### src/rtl/cam_capture_if.sv
// Frame-buffer write port shared by the camera capture stage (master) and the
// frame-buffer RAM (slave).
interface cam_capture_if #(
    parameter int unsigned ADDR_W = 19
);
    logic              wr_en;
    logic [ADDR_W-1:0] wr_addr;
    logic [15:0]       wr_data;

    modport master (
        output wr_en,
        output wr_addr,
        output wr_data
    );

    modport slave (
        input wr_en,
        input wr_addr,
        input wr_data
    );
endinterface

### src/rtl/cam_capture.sv
// Camera capture stage: oversamples an OV7670-style parallel bus on clk50,
// pairs bytes into RGB565 pixels and writes them into a linear frame buffer.
module cam_capture #(
    parameter int unsigned H_ACTIVE = 640,
    parameter int unsigned V_ACTIVE = 480,
    parameter int unsigned ADDR_W   = 19
) (
    input  logic                clk50,
    input  logic                RESET,
    input  logic                cam_pclk,
    input  logic                cam_vsync,
    input  logic                cam_href,
    input  logic [7:0]          cam_d,
    input  logic                capture_en,
    cam_capture_if.master       fb,
    output logic                frame_done,
    output logic                busy,
    output logic                overflow
);
    localparam int unsigned X_W = $clog2(H_ACTIVE + 1);
    localparam int unsigned Y_W = $clog2(V_ACTIVE + 1);
    localparam logic [X_W-1:0]    X_MAX = X_W'(H_ACTIVE);
    localparam logic [Y_W-1:0]    Y_MAX = Y_W'(V_ACTIVE);
    localparam logic [ADDR_W-1:0] LINE_STEP = ADDR_W'(H_ACTIVE);

    typedef enum logic [1:0] {StIdle, StSync, StActive} state_e;

    state_e state;

    logic       pclk_s1, pclk_s2, pclk_s3;
    logic       vsync_s1, vsync_s2, vsync_s3;
    logic       href_s1, href_s2;
    logic [7:0] d_s1, d_s2;

    // Aligned stage: edge-detected pclk with the href/data that go with it.
    logic       pclk_rise;
    logic       href_q, href_prev;
    logic [7:0] d_q;

    logic [X_W-1:0]    x;
    logic [Y_W-1:0]    y;
    logic [ADDR_W-1:0] line_base;
    logic              phase;
    logic [7:0]        hi;

    logic vs_rise, vs_fall, byte_ok, line_end, pix_done, in_range, do_write, do_drop;

    // Two-flop synchronisers for every camera pin plus the edge-detect taps.
    always_ff @(posedge clk50 or posedge RESET) begin
        if (RESET) begin
            pclk_s1   <= 1'b0;
            pclk_s2   <= 1'b0;
            pclk_s3   <= 1'b0;
            vsync_s1  <= 1'b0;
            vsync_s2  <= 1'b0;
            vsync_s3  <= 1'b0;
            href_s1   <= 1'b0;
            href_s2   <= 1'b0;
            d_s1      <= 8'h00;
            d_s2      <= 8'h00;
            pclk_rise <= 1'b0;
            href_q    <= 1'b0;
            href_prev <= 1'b0;
            d_q       <= 8'h00;
        end else begin
            pclk_s1   <= cam_pclk;
            pclk_s2   <= pclk_s1;
            pclk_s3   <= pclk_s2;
            vsync_s1  <= cam_vsync;
            vsync_s2  <= vsync_s1;
            vsync_s3  <= vsync_s2;
            href_s1   <= cam_href;
            href_s2   <= href_s1;
            d_s1      <= cam_d;
            d_s2      <= d_s1;
            pclk_rise <= pclk_s2 & ~pclk_s3;
            href_q    <= href_s2;
            href_prev <= href_q;
            d_q       <= d_s2;
        end
    end

    // Event decode for the capture state machine.
    always_comb begin
        vs_rise  = vsync_s2 & ~vsync_s3;
        vs_fall  = ~vsync_s2 & vsync_s3;
        // A byte clocked on the same sample that href drops is still part of the line.
        byte_ok  = pclk_rise & (href_q | href_prev);
        line_end = href_prev & ~href_q;
        pix_done = byte_ok & phase;
        in_range = (x < X_MAX) && (y < Y_MAX);
        do_write = pix_done & in_range;
        do_drop  = pix_done & ~in_range;
    end

    // Capture FSM, pixel assembly, address generation and registered outputs.
    always_ff @(posedge clk50 or posedge RESET) begin
        if (RESET) begin
            state      <= StIdle;
            x          <= '0;
            y          <= '0;
            line_base  <= '0;
            phase      <= 1'b0;
            hi         <= 8'h00;
            fb.wr_en   <= 1'b0;
            fb.wr_addr <= '0;
            fb.wr_data <= 16'h0000;
            frame_done <= 1'b0;
            busy       <= 1'b0;
            overflow   <= 1'b0;
        end else begin
            fb.wr_en   <= 1'b0;
            frame_done <= 1'b0;
            unique case (state)
                StIdle: begin
                    if (capture_en) begin
                        state <= StSync;
                    end
                end
                StSync: begin
                    if (vs_fall) begin
                        state     <= StActive;
                        busy      <= 1'b1;
                        x         <= '0;
                        y         <= '0;
                        line_base <= '0;
                        phase     <= 1'b0;
                        overflow  <= 1'b0;
                    end
                end
                StActive: begin
                    if (vs_rise) begin
                        // Frame ends here; any half-assembled pixel is abandoned.
                        frame_done <= 1'b1;
                        busy       <= 1'b0;
                        phase      <= 1'b0;
                        state      <= capture_en ? StSync : StIdle;
                    end else begin
                        if (byte_ok) begin
                            if (!phase) begin
                                hi    <= d_q;
                                phase <= 1'b1;
                            end else begin
                                phase <= 1'b0;
                            end
                        end
                        if (do_write) begin
                            fb.wr_en   <= 1'b1;
                            fb.wr_addr <= line_base + ADDR_W'(x);
                            fb.wr_data <= {hi, d_q};
                        end
                        if (do_drop) begin
                            overflow <= 1'b1;
                        end
                        if (line_end) begin
                            phase <= 1'b0;
                            // Only a line that produced a pixel moves to the next row.
                            if (x != '0 || do_write) begin
                                x <= '0;
                                if (y < Y_MAX) begin
                                    y         <= y + Y_W'(1);
                                    line_base <= line_base + LINE_STEP;
                                end
                            end
                        end else if (do_write) begin
                            x <= x + X_W'(1);
                        end
                    end
                end
                default: begin
                    state <= StIdle;
                    busy  <= 1'b0;
                end
            endcase
        end
    end
endmodule

### src/flat_wrapper.sv
// flat-port wrapper written by rule: the top's interface ports become plain ports
module cam_capture_flat 
#(
    parameter int unsigned H_ACTIVE = 640,
    parameter int unsigned V_ACTIVE = 480,
    parameter int unsigned ADDR_W   = 19
)
  (clk50, RESET, cam_pclk, cam_vsync, cam_href, cam_d, capture_en, frame_done, busy, overflow, fb_wr_en, fb_wr_addr, fb_wr_data);
  cam_capture_if #(.ADDR_W(ADDR_W)) fb_i ();
  input  logic clk50;
  input  logic RESET;
  input  logic cam_pclk;
  input  logic cam_vsync;
  input  logic cam_href;
  input  logic [7:0] cam_d;
  input  logic capture_en;
  output logic frame_done;
  output logic busy;
  output logic overflow;
  output wire logic [$bits(fb_i.wr_en)-1:0] fb_wr_en;
  output wire logic [$bits(fb_i.wr_addr)-1:0] fb_wr_addr;
  output wire logic [$bits(fb_i.wr_data)-1:0] fb_wr_data;
  assign fb_wr_en = fb_i.wr_en;
  assign fb_wr_addr = fb_i.wr_addr;
  assign fb_wr_data = fb_i.wr_data;
  cam_capture #(.H_ACTIVE(H_ACTIVE), .V_ACTIVE(V_ACTIVE), .ADDR_W(ADDR_W)) u_core (.clk50(clk50), .RESET(RESET), .cam_pclk(cam_pclk), .cam_vsync(cam_vsync), .cam_href(cam_href), .cam_d(cam_d), .capture_en(capture_en), .fb(fb_i), .frame_done(frame_done), .busy(busy), .overflow(overflow));
endmodule
### config.mk
export PLATFORM = sky130hd
export DESIGN_NAME = cam_capture_flat
export DESIGN_NICKNAME = d
export VERILOG_FILES = /design/src/rtl/cam_capture_if.sv /design/src/rtl/cam_capture.sv /design/src/flat_wrapper.sv
export SDC_FILE = /design/constraint.sdc
export NUM_CORES = 1
export LEC_CHECK = 0
export BUFFER_PORTS_ARGS = -buffer_cell sky130_fd_sc_hd__buf_4
export CAP_MARGIN = 25
export CELL_PAD_IN_SITES_DETAIL_PLACEMENT = 0
export CELL_PAD_IN_SITES_GLOBAL_PLACEMENT = 2
export CORE_MARGIN = 10
export CORE_UTILIZATION = 35
export CTS_CLUSTER_DIAMETER = 80
export CTS_CLUSTER_SIZE = 8
export DETAILED_ROUTE_END_ITERATION = 12
export PLACE_DENSITY = 0.79
export SYNTH_ARGS = -nofsm -noshare
export SYNTH_HDL_FRONTEND = slang
export SYNTH_SLANG_ARGS = --single-unit
export TNS_END_PERCENT = 50
### constraint.sdc
create_clock -name clk50 -period 7.2 [get_ports clk50]
set_input_delay 0.36 -clock clk50 [delete_from_list [all_inputs] [get_ports clk50]]
set_output_delay 0.36 -clock clk50 [all_outputs]
set_load 0.03 [all_outputs]
# --- Word-level counts from Yosys, hierarchy flattened ---
# Cells that the tools add are included.
op_classes:
  add_sub_neg: 4
  n_lt_le_gt_ge: 2
  n_eq_ne: 13
  mux: 40
  n_bitwise: 17
  n_reduce_logical: 13
op_table:
  columns: ["cell", "n"]
  rows:
  - ["$mux W19", 5]
  - ["$mux W10", 5]
  - ["$mux W9", 5]
  - ["$pmux W19 S2", 1]
  - ["$pmux W10 S2", 1]
  - ["$add A19 B10 Y19", 1]
  - ["$add A19 B10 Y19 const B", 1]
  - ["$pmux W9 S2", 1]
  - ["$mux W1", 15]
  - ["$ne A2 B1 Y1 const B", 6]
  - ["$reduce_and A3 Y1", 4]
  - ["$add A10 B1 Y10 const B", 1]
  - ["$lt A10 B10 Y1 const B", 1]
  - ["$reduce_bool A10 Y1", 1]
  - ["$add A9 B1 Y9 const B", 1]
  - ["$lt A9 B9 Y1 const B", 1]
  - ["$and A1 B1 Y1", 8]
  - ["$not A1 Y1", 8]
  - ["$reduce_and A4 Y1", 2]
  - ["$mux W2", 3]
  - ["$pmux W2 S3", 1]
  - ["$reduce_and A6 Y1", 1]
  - ["$reduce_and A5 Y1", 1]
  - ["$ne A2 B2 Y1 const B", 2]
  - ["other kinds (12)", 13]
word_totals:
  reg_bits: 123

# --- Longest topological paths before layout ---
# Gate-level depths: netlist of run 1.
depth:
  word_depth: 9
  mapped_depth: 10
  depth_no_buf: 7

# --- Worst setup path before layout of run 1 ---
# OpenSTA, ideal clock, no wires.
synth_path:
  kind: "register -> register"
  start: "reg u_core.state[1]"
  end: "reg u_core.y[4]"
  t_arrival_ns: 1.885
  required_ns: 7.122
  setup_slack_ns: 5.237
  stages_incl_launch_ff: 9
  n_path_buf: 1
  period_less_slack_ns: 1.963
  cell_sequence: "dfrtp_1 > inv_1 > ha_1 > inv_2 > maj3_2 > a41oi_4 > buf_6 > or4_1 > a21oi_1"
synth_via:
  elab_chain_cells: 3
  elab_cells_between_ends: 10
  cone_classes: "eq/ne (7); mux (1); reduce/logical (2)"
synth_rtl:
  columns: ["element", "line", "rtl"]
  rows:
  - ["from (decl)", "cam_capture.sv:28", "state_e state;"]
  - ["from (signal assigned)", "cam_capture.sv:99", "state <= StIdle;"]
  - ["from (signal assigned)", "cam_capture.sv:117", "state <= StSync;"]
  - ["from (signal assigned)", "cam_capture.sv:122", "state <= StActive;"]
  - ["$eq A2 B2 Y1 or $eq A2 B1 Y1 (tied branches)", "cam_capture.sv:114", "unique case (state)"]
  - ["$ne A2 B2 Y1 (no source line), or another cell as far along", null, null]
  - ["$reduce_and A6 Y1 (no source line)", null, null]
  - ["to (signal assigned)", "cam_capture.sv:161", "y <= y + Y_W'(1);"]
  - ["to (decl)", "cam_capture.sv:41", "logic [Y_W-1:0] y;"]
# Parallel ways exist; a longest one is shown, timed or not.
# A chain may end at the register's enable or synchronous reset.

# --- Worst setup path after layout of run 1 ---
layout_path:
  start: "reg u_core.state[0]"
  end: "reg u_core.x[9]"
layout_via:
  elab_chain_cells: 3
  elab_cells_between_ends: 9
  cone_classes: "eq/ne (6); mux (1); reduce/logical (2)"
layout_rtl:
  columns: ["element", "line", "rtl"]
  rows:
  - ["$eq A2 B2 Y1 or $eq A2 B1 Y1 (tied branches)", "cam_capture.sv:114", null]
  - ["$ne A3 B1 Y1 (no source line), or another cell as far along", null, null]
  - ["$reduce_and A5 Y1 (no source line)", null, null]
  - ["to (signal assigned)", "cam_capture.sv:166", "x <= x + X_W'(1);"]
  - ["to (decl)", "cam_capture.sv:40", "logic [X_W-1:0] x;"]
# Parallel ways exist; a longest one is shown, timed or not.

==> impl_results.md, run 1 <==
* CTS max path bufs at 2
* MaxCap Viol Count at 0
* Area share of the largest cell type after synthesis at 0.588
* Synthesis warning total at 0
* Cells after Synth at 415
* Seq/Total Area, Yosys at 0.588
* Total power at 1.90 mW
* Post-synthesis async set-or-reset flop share at 1.00
* Ports at 53
* Yosys top cell by area: dfrtp_1
* Most frequent cells in the layout: 116 x dfrtp_1, 53 x buf_4, 34 x mux2_2
* CTS HTree Levels at 4
* Via/cell ratio at 5.02
* Slew @ Worst Pin at 0.813 ns
* #FFs+latches synth at 116
* Buf/Inv on CP at 2
* Worst hold slack at 0.0509 ns
* HP Class: in2reg
* Setup ws final at 4.53 ns
* TritonCTS clock tree: built
* Mean post-synth cell area at 11.9 um^2
* Final hold vios at 0
* Slew Limit Fails at 0
* ANT cells at 0
* WP data required at 7.50 ns
* CTS-repair resized insts at 0
* Syn nets at 440
* GR Util All Layers at 0.107
* Crit Path Class: reg2reg
* Critical Path Source Type: register
* Hold buffers post-CTS at 1
* CTS Buf Count at 17
* Worst path max stage delay at 0.65 ns
* Reg clk slew, reported paths at 0.06 ns
* Slowest cell on crit path: o21ai_1
* Post-CTS setup buffers at 0
* Cell Chain, Critical Path: inv_1 -> ha_1 -> inv_1 -> a31o_2 -> o21ai_1 -> nor3_1 -> o22a_1
* Via count at 3354
* Core area at 13800 um^2
* CP top delay family: compound AO/OA/AOI/OAI gates
* DR pass1 iterations at 4
* Overflow after GRT at 0
* Setup TNS at 0 ns
* Remaining DRCs at 0
* Post-synthesis cell area at 4940 um^2
* Die Height at 139 um
* Row count at 43
* Most used cell, CP: inv_1
* Starting Density at 0.357
* Dpl ws at 4.53 ns
* Antenna violations before repair at 0
* Headroom to the max-slew limit at 0.456
* WL final at 9850 um
* Synthesis-to-layout area growth at 23.4%
* Nets@finish at 500
* CTS Root Cell: clkbuf_16
* CP Max Fanout at 17
* CP arrival at 2.97 ns
* Post-DP HPWL at 6670 um
* Crit end category: register
* First-pass GRT wire length at 17100 um
* Clock sink total at 116
* Power Dens Cells at 313 nW/um^2
* Leakage at 2.80 nW
* Minimum clock period at 2.67 ns
* Most common cell after layout, fill and taps aside: dfrtp_1
* Final setup viols at 0
* Peak supply drop at 160 uV
* Share of cells above drive strength 1 at 0.275
* Top_reg_cell synth: dfrtp_1
* Vias in the first global route at 3404
* RSZ-0062 raised after global routing: false
* EDFF count, synth at 0
* Worst skew pair latency at 0.41 ns
* Register-to-register path setup slack at 4.53 ns
* Synth area leaders: dfrtp_1 59%, mux2_2 7.8%, ha_1 2.8%
* Drt wl/cell at 14.7 um
* Yosys cell types at 55
* Fmax at 0.375 GHz
* Skew final at 0.00825 ns
* Final worst-path cycle share at 0.371
* Die area at 19300 um^2
* Status: finished, final reports clean
* Largest net degree at the start of global routing at 84
* Detailed router's first-iteration violation count at 166
* # port buffers at 52
* ANT nets after route at 0
* Die width at 139 um
* # fillers at 1302
* Placer Congestion at 0.741
[power breakdown]
group | internal, mW | switching, mW
clock | 0.454 | 0.334
sequential | 0.722 | 0.0512
combinational | 0.125 | 0.218
[flip-flops by register name (all words and copies together), names as in the netlist, 2 cells and up]
name / flops
u_core.fb.wr_data: 16
u_core.state: 2
u_core.line_base: 12
u_core.hi: 8
u_core.y: 9
u_core.d_q: 8
u_core.d_s2: 8
u_core.fb.wr_addr: 19
u_core.x: 10
u_core.d_s1: 8
[layer usage]
layer	GRT usage	wire length (um)	vias up	part of all wire
met4	0.0511	225	0	0.023
li1	-	-	1630	-
met2	0.160	4500	53	0.46
met3	0.0384	456	18	0.046
met1	0.134	4670	1653	0.47
met5	0	0	-	0
[area by class of cell]
type	count	area, um^2	area share
Clock inverter	15	134	0.0220
Tap cell	180	225	0.0370
Inverter	16	62.6	0.0103
Clock buffer	17	425	0.0698
Sequential cell	116	2900	0.476
Multi-Input combinational cell	268	1890	0.310
Timing Repair Buffer	56	455	0.0748
[path summary, 6_finish.rpt]
path / startpoint / endpoint / depth (start not counted)
worst max-delay path: u_core.state[0]$_DFFE_PP0P_ / u_core.x[9]$_DFFE_PP0P_ / 7
worst min-delay path: cam_d[0] / u_core.d_s1[0]$_DFF_PP0_ / 1
worst max register to register: u_core.state[0]$_DFFE_PP0P_ / u_core.x[9]$_DFFE_PP0P_ / 7
worst min register to register: u_core.d_s2[4]$_DFF_PP0_ / u_core.d_q[4]$_DFF_PP0_ / 0
max in group asynchronous: RESET / u_core.x[5]$_DFFE_PP0P_ / 5
min in group asynchronous: RESET / u_core.vsync_s1$_DFF_PP0_ / 3
[synth_stat cells (2+ instances only)]
cell	instances
nor3_1	5
buf_2	6
xnor2_1	10
nor3b_1	3
nand2_1	24
or4_1	14
ha_1	11
nor2_1	27
o21ai_1	3
o21ai_0	22
inv_1	15
buf_4	3
nand3_1	14
nand2b_1	7
o22a_1	3
a31o_2	2
buf_6	2
nand4_1	2
a21o_1	3
mux2i_1	2
o211ai_1	2
o31ai_1	15
a21oi_1	25
nor2b_1	5
a31oi_1	5
dfrtp_1	116
mux2_2	34
clkbuf_1	3
and3_1	6
[worst register-to-register path: stages (launching register included)]
cell and delay (ns):
dfrtp_1 0.41, inv_1 0.10, ha_1 0.59, inv_1 0.17
a31o_2 0.29, o21ai_1 0.65, nor3_1 0.14, o22a_1 0.21
[logic make-up after synthesis]
| group | Yosys count | share of synthesized area |
|---|---|---|
| and+or+nand+nor | 120 | 0.134 |
| DFF | 116 | 0.588 |
| AOI/OAI and AO/OA | 89 | 0.116 |
| muxes | 36 | 0.0816 |
| buffers and inverters | 31 | 0.0307 |
| adders and majority gates | 12 | 0.0302 |
| xor gates and xnor gates | 11 | 0.0195 |
[metrics by stage]
stage / cell area [um^2] / util / std cells
floorplan: 4940 / - / 415
CTS: 6060 / 0.439 / 667
finish: 6090 / 0.441 / 668
global placement: 5480 / 0.396 / 633
global route: 6090 / 0.441 / 668
detailed placement: 5500 / 0.397 / 634
Note: power is estimated with default switching activity, not from simulation.
==> inputs of run 2 (changes only) <==
Clock period 7.2 ns to 2.6 ns, I/O delays scaled along.
==> impl_results.md, run 2 (synthesized netlist as in run 1, its figures left out) <==
* Final hold vios at 0 (unchanged)
* P_sw at 1.70 mW (+180%)
* Status: finished, final reports clean
* Largest net degree at the start of global routing at 54 (-36%)
* Net Sw Frac at 0.315 (-0.00180)
* # port buffers at 52 (unchanged)
* WL final at 10100 um (+2.1%)
* Fmax at 0.428 GHz (+14%)
* Minimum clock period at 2.34 ns (-0.333 ns)
* Dpl ws at 0.280 ns (-4.25 ns)
* Power Dens Cells at 860 nW/um^2 (+170%)
* Via/cell ratio at 4.96 (-1.2%)
* Origin of the critical flop-to-flop path: u_core.state[1]$_DFFE_PP0P_
* CTS Buf Count at 17 (unchanged)
* Starting Density at 0.357 (unchanged)
* Vias in the first global route at 3532 (+3.8%)
* Max FFs per register at 19 (unchanged)
* First-pass GRT wire length at 17500 um (+2.9%)
* GR Util All Layers at 0.109 (+0.00284)
* Hold depth at 3 (+2)
* Reg clk slew, reported paths at 0.06 ns (about the same)
* Row count at 43 (unchanged)
* Antenna violations before repair at 0 (unchanged)
* Share of cells above drive strength 1 at 0.281 (+0.00691)
* Gate power share at 0.190 (+0.010)
* Crit end category: register
* Worst path max stage delay at 0.51 ns (-0.14 ns)
* Part of the power in registers at 0.398 (-0.008)
* Int Pwr at 3.69 mW (+180%)
* Via count at 3413 (+1.8%)
* Dpl cells at 644 (+1.6%)
* CTS-repair resized insts at 0 (unchanged)
* Synthesis-to-layout area growth at 27.1%
* Critical Path Source Type: register
* Layout Cell Area excl Fill at 6280 um^2 (+3.0%)
* DR pass1 iterations at 4 (unchanged)
* Remaining DRCs at 0 (unchanged)
* Post-DP HPWL at 6950 um (+4.2%)
* TritonCTS clock tree: built
* ANT nets after route at 0 (unchanged)
* Detailed router's first-iteration violation count at 190 (+14%)
* Reg2reg end: u_core.y[6]$_DFFE_PP0P_
* MaxCap Viol Count at 0 (unchanged)
* CTS Root Cell: clkbuf_16
* Cell Chain, Critical Path: inv_1 -> ha_1 -> inv_2 -> maj3_2 -> a41oi_4 -> buf_4 -> or4_1 -> a21oi_1
* CTS HTree Levels at 4 (unchanged)
* Slew @ Worst Pin at 0.539 ns (-0.274 ns)
* Most frequent cells in the layout: 116 x dfrtp_1, 62 x buf_4, 34 x mux2_2
* Final cell count without fillers at 688 (+3.0%)
* Register-to-register path setup slack at 0.26 ns (-4.27 ns)
* # fillers at 1271 (-2.4%)
* CP top delay family: adder cells
* Setup TNS at 0 ns (unchanged)
* Buf/Inv on CP at 3 (+1)
* Die Height at 139 um (unchanged)
* Nets@finish at 520 (+4.0%)
* Slew Limit Fails at 0 (unchanged)
* Placer Congestion at 0.789 (+6.4%)
* Hold Path Sink: u_core.state[0]$_DFFE_PP0P_
* Headroom to the max-slew limit at 0.639 (+0.183)
* Final Util at 0.454 (+0.0133)
* Peak supply drop at 525 uV (+230%)
* Top flop regs: u_core.fb.wr_addr (19), u_core.fb.wr_data (16), u_core.line_base (12)
* Hold buffers post-CTS at 12 (+11)
* Placed inst area at 5580 um^2 (+1.6%)
* Die width at 139 um (unchanged)
* Core area at 13800 um^2 (unchanged)
* Ports at 53 (unchanged)
* Drt wl/cell at 14.6 um (-0.89%)
* RSZ-0062 raised after global routing: false
* WP data required at 2.93 ns (-4.57 ns)
* Biggest register: u_core.fb.wr_addr
* ANT cells at 0 (unchanged)
* R2R depth at 8 (+1)
* CP arrival at 2.67 ns (-0.30 ns)
* Clock share of power at 0.412 (-0.002)
* Clock sink total at 116 (unchanged)
* HP Class: in2reg
* Leakage at 2.89 nW (+3.3%)
* Most common cell after layout, fill and taps aside: dfrtp_1
* Skew final at 0.00432 ns (-0.00394 ns)
* CTS max path bufs at 2 (unchanged)
* Worst skew pair latency at 0.41 ns (about the same)
* Final setup viols at 0 (unchanged)
* Post-CTS setup buffers at 0 (unchanged)
* Crit Path Class: reg2reg
* Total power at 5.39 mW (+180%)
* Overflow after GRT at 0 (unchanged)
* Worst hold slack at 0.0392 ns (-0.0117 ns)
* Setup ws final at 0.265 ns (-4.27 ns)
* CP Max Fanout at 20 (+3)
* Final worst-path cycle share at 0.898 (+0.528)
* Slowest cell on crit path: or4_1
* Min-delay src: capture_en
* Die area at 19300 um^2 (unchanged)
==> run 2: changes by cell type in the layout (fill, tap and decap cells not counted) <==
cell,change
buf_12,+1
buf_16,-1
buf_4,+9
clkbuf_8,+1
clkinv_2,-1
clkinv_4,-1
dlygate4sd3_1,+11
inv_4,-1
inv_6,+1
inv_8,+1
==> run 2: area by class of cell <==
type | instances | area (um^2) | share of cell area
Sequential cell | 116 | 2900 | 0.463
Multi-Input combinational cell | 268 | 1890 | 0.301
Timing Repair Buffer | 76 | 626 | 0.0997
Clock buffer | 18 | 439 | 0.0700
Tap cell | 180 | 225 | 0.0359
Clock inverter | 14 | 133 | 0.0211
Inverter | 16 | 63.8 | 0.0102
==> run 2: power by group through the flow <==
stage               sequential (mW)  combinational, mW  clock (mW)
floorplan                      2.22              0.666           0
global placement               2.17              0.998           0
detailed placement             2.18               1.01           0
CTS                            2.15               1.04        2.29
global route                   2.18               1.15        2.38
finish                         2.15               1.02        2.23
==> run 2: layer usage <==
metal / vias to the layer above / global-route usage / share of wire
met5: - / 0 / 0
li1: 1658 / - / -
met1: 1692 / 0.133 / 0.47
met3: 9 / 0.0442 / 0.041
met4: 0 / 0.0340 / 0.011
met2: 54 / 0.174 / 0.48
==> run 2: worst max-delay path by stage <==
stage                                            from                                to  slack (ns)  depth (start not counted)
after detailed placement  u_core.state[1]$_DFFE_PP0P_           u_core.y[3]$_DFFE_PP0P_        0.28                          8
after global placement    u_core.state[1]$_DFFE_PP0P_  u_core.line_base[16]$_DFFE_PP0P_        0.38                          8
after CTS                 u_core.state[1]$_DFFE_PP0P_  u_core.line_base[16]$_DFFE_PP0P_        0.27                          8
after global routing      u_core.state[1]$_DFFE_PP0P_  u_core.line_base[15]$_DFFE_PP0P_        0.05                          8
after floorplan           u_core.state[1]$_DFFE_PP0P_           u_core.y[4]$_DFFE_PP0P_        0.64                          8
final                     u_core.state[1]$_DFFE_PP0P_           u_core.y[6]$_DFFE_PP0P_        0.26                          8
==> run 2: worst min-delay path, stage by stage <==
cell and delay, ns:
buf_4 0.12, o211ai_1 0.07, o21ai_0 0.09
==> inputs of run 3 (changes only) <==
Settings changed: CORE_MARGIN 10 to unset.
==> impl_results.md, run 3 (synthesized netlist as in run 1, its figures left out) <==
* Minimum clock period at 2.27 ns (-0.0613 ns)
* Power Dens Cells at 867 nW/um^2 (+0.86%)
* Via count at 3405 (-0.23%)
* Post-CTS setup buffers at 0 (unchanged)
* RSZ-0062 raised after global routing: false
* Die area at 14600 um^2 (-24%)
* CP Max Fanout at 12 (-40%)
* Layout Cell Area excl Fill at 6300 um^2 (+0.32%)
* Worst skew pair latency at 0.41 ns (about the same)
* GR Util All Layers at 0.145 (+0.0351)
* CTS Root Cell: clkbuf_16
* ANT nets after route at 0 (unchanged)
* WL final at 9460 um (-5.9%)
* # fillers at 1273 (+0.16%)
* Nets@finish at 520 (unchanged)
* Final worst-path cycle share at 0.875 (-0.0236)
* Skew final at 0.00599 ns (+0.00167 ns)
* MaxCap Viol Count at 0 (unchanged)
* Status: finished, final reports clean
* Most used cell, CP: buf_4
* CTS Buf Count at 17 (unchanged)
* Row count at 43 (unchanged)
* Leakage at 2.88 nW (-0.23%)
* Placer Congestion at 0.781 (-1.0%)
* Biggest register: u_core.fb.wr_addr
* Drt wl/cell at 13.8 um (-5.8%)
* Die Height at 121 um (-13%)
* CP arrival at 2.57 ns (-0.10 ns)
* Remaining DRCs at 0 (unchanged)
* # port buffers at 52 (unchanged)
* ANT cells at 0 (unchanged)
* Slowest cell on crit path: dfrtp_1
* Max FFs per register at 19 (unchanged)
* Multi-input gate area at 1890 um^2 (unchanged)
* DR pass1 iterations at 6 (+2)
* Cell Chain, Critical Path: inv_1 -> ha_1 -> and3b_1 -> a211oi_1 -> buf_4 -> o21ai_1 -> buf_4 -> o41ai_1
* Final cell count without fillers at 687 (-0.15%)
* Vias in the first global route at 3329 (-5.7%)
* Slew Limit Fails at 0 (unchanged)
* Placed inst area at 5600 um^2 (+0.22%)
* HP Class: in2reg
* Most frequent cells in the layout: 116 x dfrtp_1, 61 x buf_4, 34 x mux2_2
* Final hold vios at 0 (unchanged)
* Overflow after GRT at 0 (unchanged)
* Post-DP HPWL at 6360 um (-8.4%)
* Detailed router's first-iteration violation count at 149 (-22%)
* Worst path max stage delay at 0.40 ns (-0.11 ns)
* CTS HTree Levels at 4 (unchanged)
* Slew @ Worst Pin at 0.513 ns (-0.0261 ns)
* Peak supply drop at 578 uV (+10%)
* Crit end category: register
* Hold buffers post-CTS at 12 (unchanged)
* Register area at 2900 um^2 (unchanged)
* Via/cell ratio at 4.96 (about the same)
* Die width at 121 um (-13%)
* Critical Path Source Type: register
* Top flop regs: u_core.fb.wr_addr (19), u_core.fb.wr_data (16), u_core.line_base (12)
* Core area at 13800 um^2 (unchanged)
* Share of cells above drive strength 1 at 0.278 (-0.00339)
* Setup ws final at 0.326 ns (+0.0613 ns)
* Clock sink total at 116 (unchanged)
* Largest net degree at the start of global routing at 50 (-7.4%)
* Synthesis-to-layout area growth at 27.6%
* Reg clk slew, reported paths at 0.06 ns (about the same)
* Ports at 53 (unchanged)
* Dpl ws at 0.306 ns (+0.0259 ns)
* CTS-repair resized insts at 0 (unchanged)
* Starting Density at 0.357 (unchanged)
* CTS max path bufs at 2 (unchanged)
* Setup TNS at 0 ns (unchanged)
* TritonCTS clock tree: built
* WP data required at 2.90 ns (-0.03 ns)
* First-pass GRT wire length at 16200 um (-7.7%)
* Dpl cells at 644 (unchanged)
* Headroom to the max-slew limit at 0.658 (+0.0196)
* Antenna violations before repair at 0 (unchanged)
* Crit Path Class: reg2reg
* Fmax at 0.440 GHz (+2.7%)
* Most common cell after layout, fill and taps aside: dfrtp_1
* Final setup viols at 0 (unchanged)
-- run 3: final timing paths --
kind,start,endpoint,cells past startpoint,slack [ns]
min,capture_en,u_core.state[0]$_DFFE_PP0P_,3,0.04
max reg2reg,u_core.state[0]$_DFFE_PP0P_,u_core.x[6]$_DFFE_PP0P_,8,0.33
min in group asynchronous,RESET,u_core.href_s1$_DFF_PP0_,3,0.27
min reg2reg,u_core.href_s1$_DFF_PP0_,u_core.href_s2$_DFF_PP0_,0,0.35
max,u_core.state[0]$_DFFE_PP0P_,u_core.x[6]$_DFFE_PP0P_,8,0.33
max in group asynchronous,RESET,u_core.hi[7]$_DFFE_PP0P_,4,1.65
-- run 3: where the power goes --
group          internal (mW)  switching [mW]
sequential              2.00           0.144
combinational          0.422           0.616
clock                   1.42           0.860
total                   3.84            1.62
-- run 3: routing by layer --
layer / track usage / part of all wire
met5: 0 / 0
met4: 0.0633 / 0.018
met3: 0.0458 / 0.035
met2: 0.221 / 0.47
met1: 0.188 / 0.48
-- run 3: metrics by stage --
stage / hold slack, ns / utilization / power, mW
3_3_place_gp: 0.142 / 0.405 / 3.18
5_1_grt: 0.0499 / 0.455 / 5.75
4_1_cts: 0.0236 / 0.455 / 5.53
3_5_place_dp: 0.156 / 0.405 / 3.20
2_1_floorplan: 0.161 / - / 2.88
6_report: 0.0353 / 0.455 / 5.46
-- run 3: cell type report --
type,instances,area share
Clock inverter,13,0.0238
Inverter,16,0.0101
Clock buffer,18,0.0682
Tap cell,180,0.0358
Timing Repair Buffer,76,0.101
Sequential cell,116,0.461
Multi-Input combinational cell,268,0.300
-- run 3: worst max-delay path: cells and delay by family (launching register included) --
family	cells	cell delay, ns
adders and majority gates	1	0.38
buffers and inverters	3	0.43
and+or+nand+nor	1	0.29
AOI/OAI and AO/OA	3	0.67
DFF	1	0.40
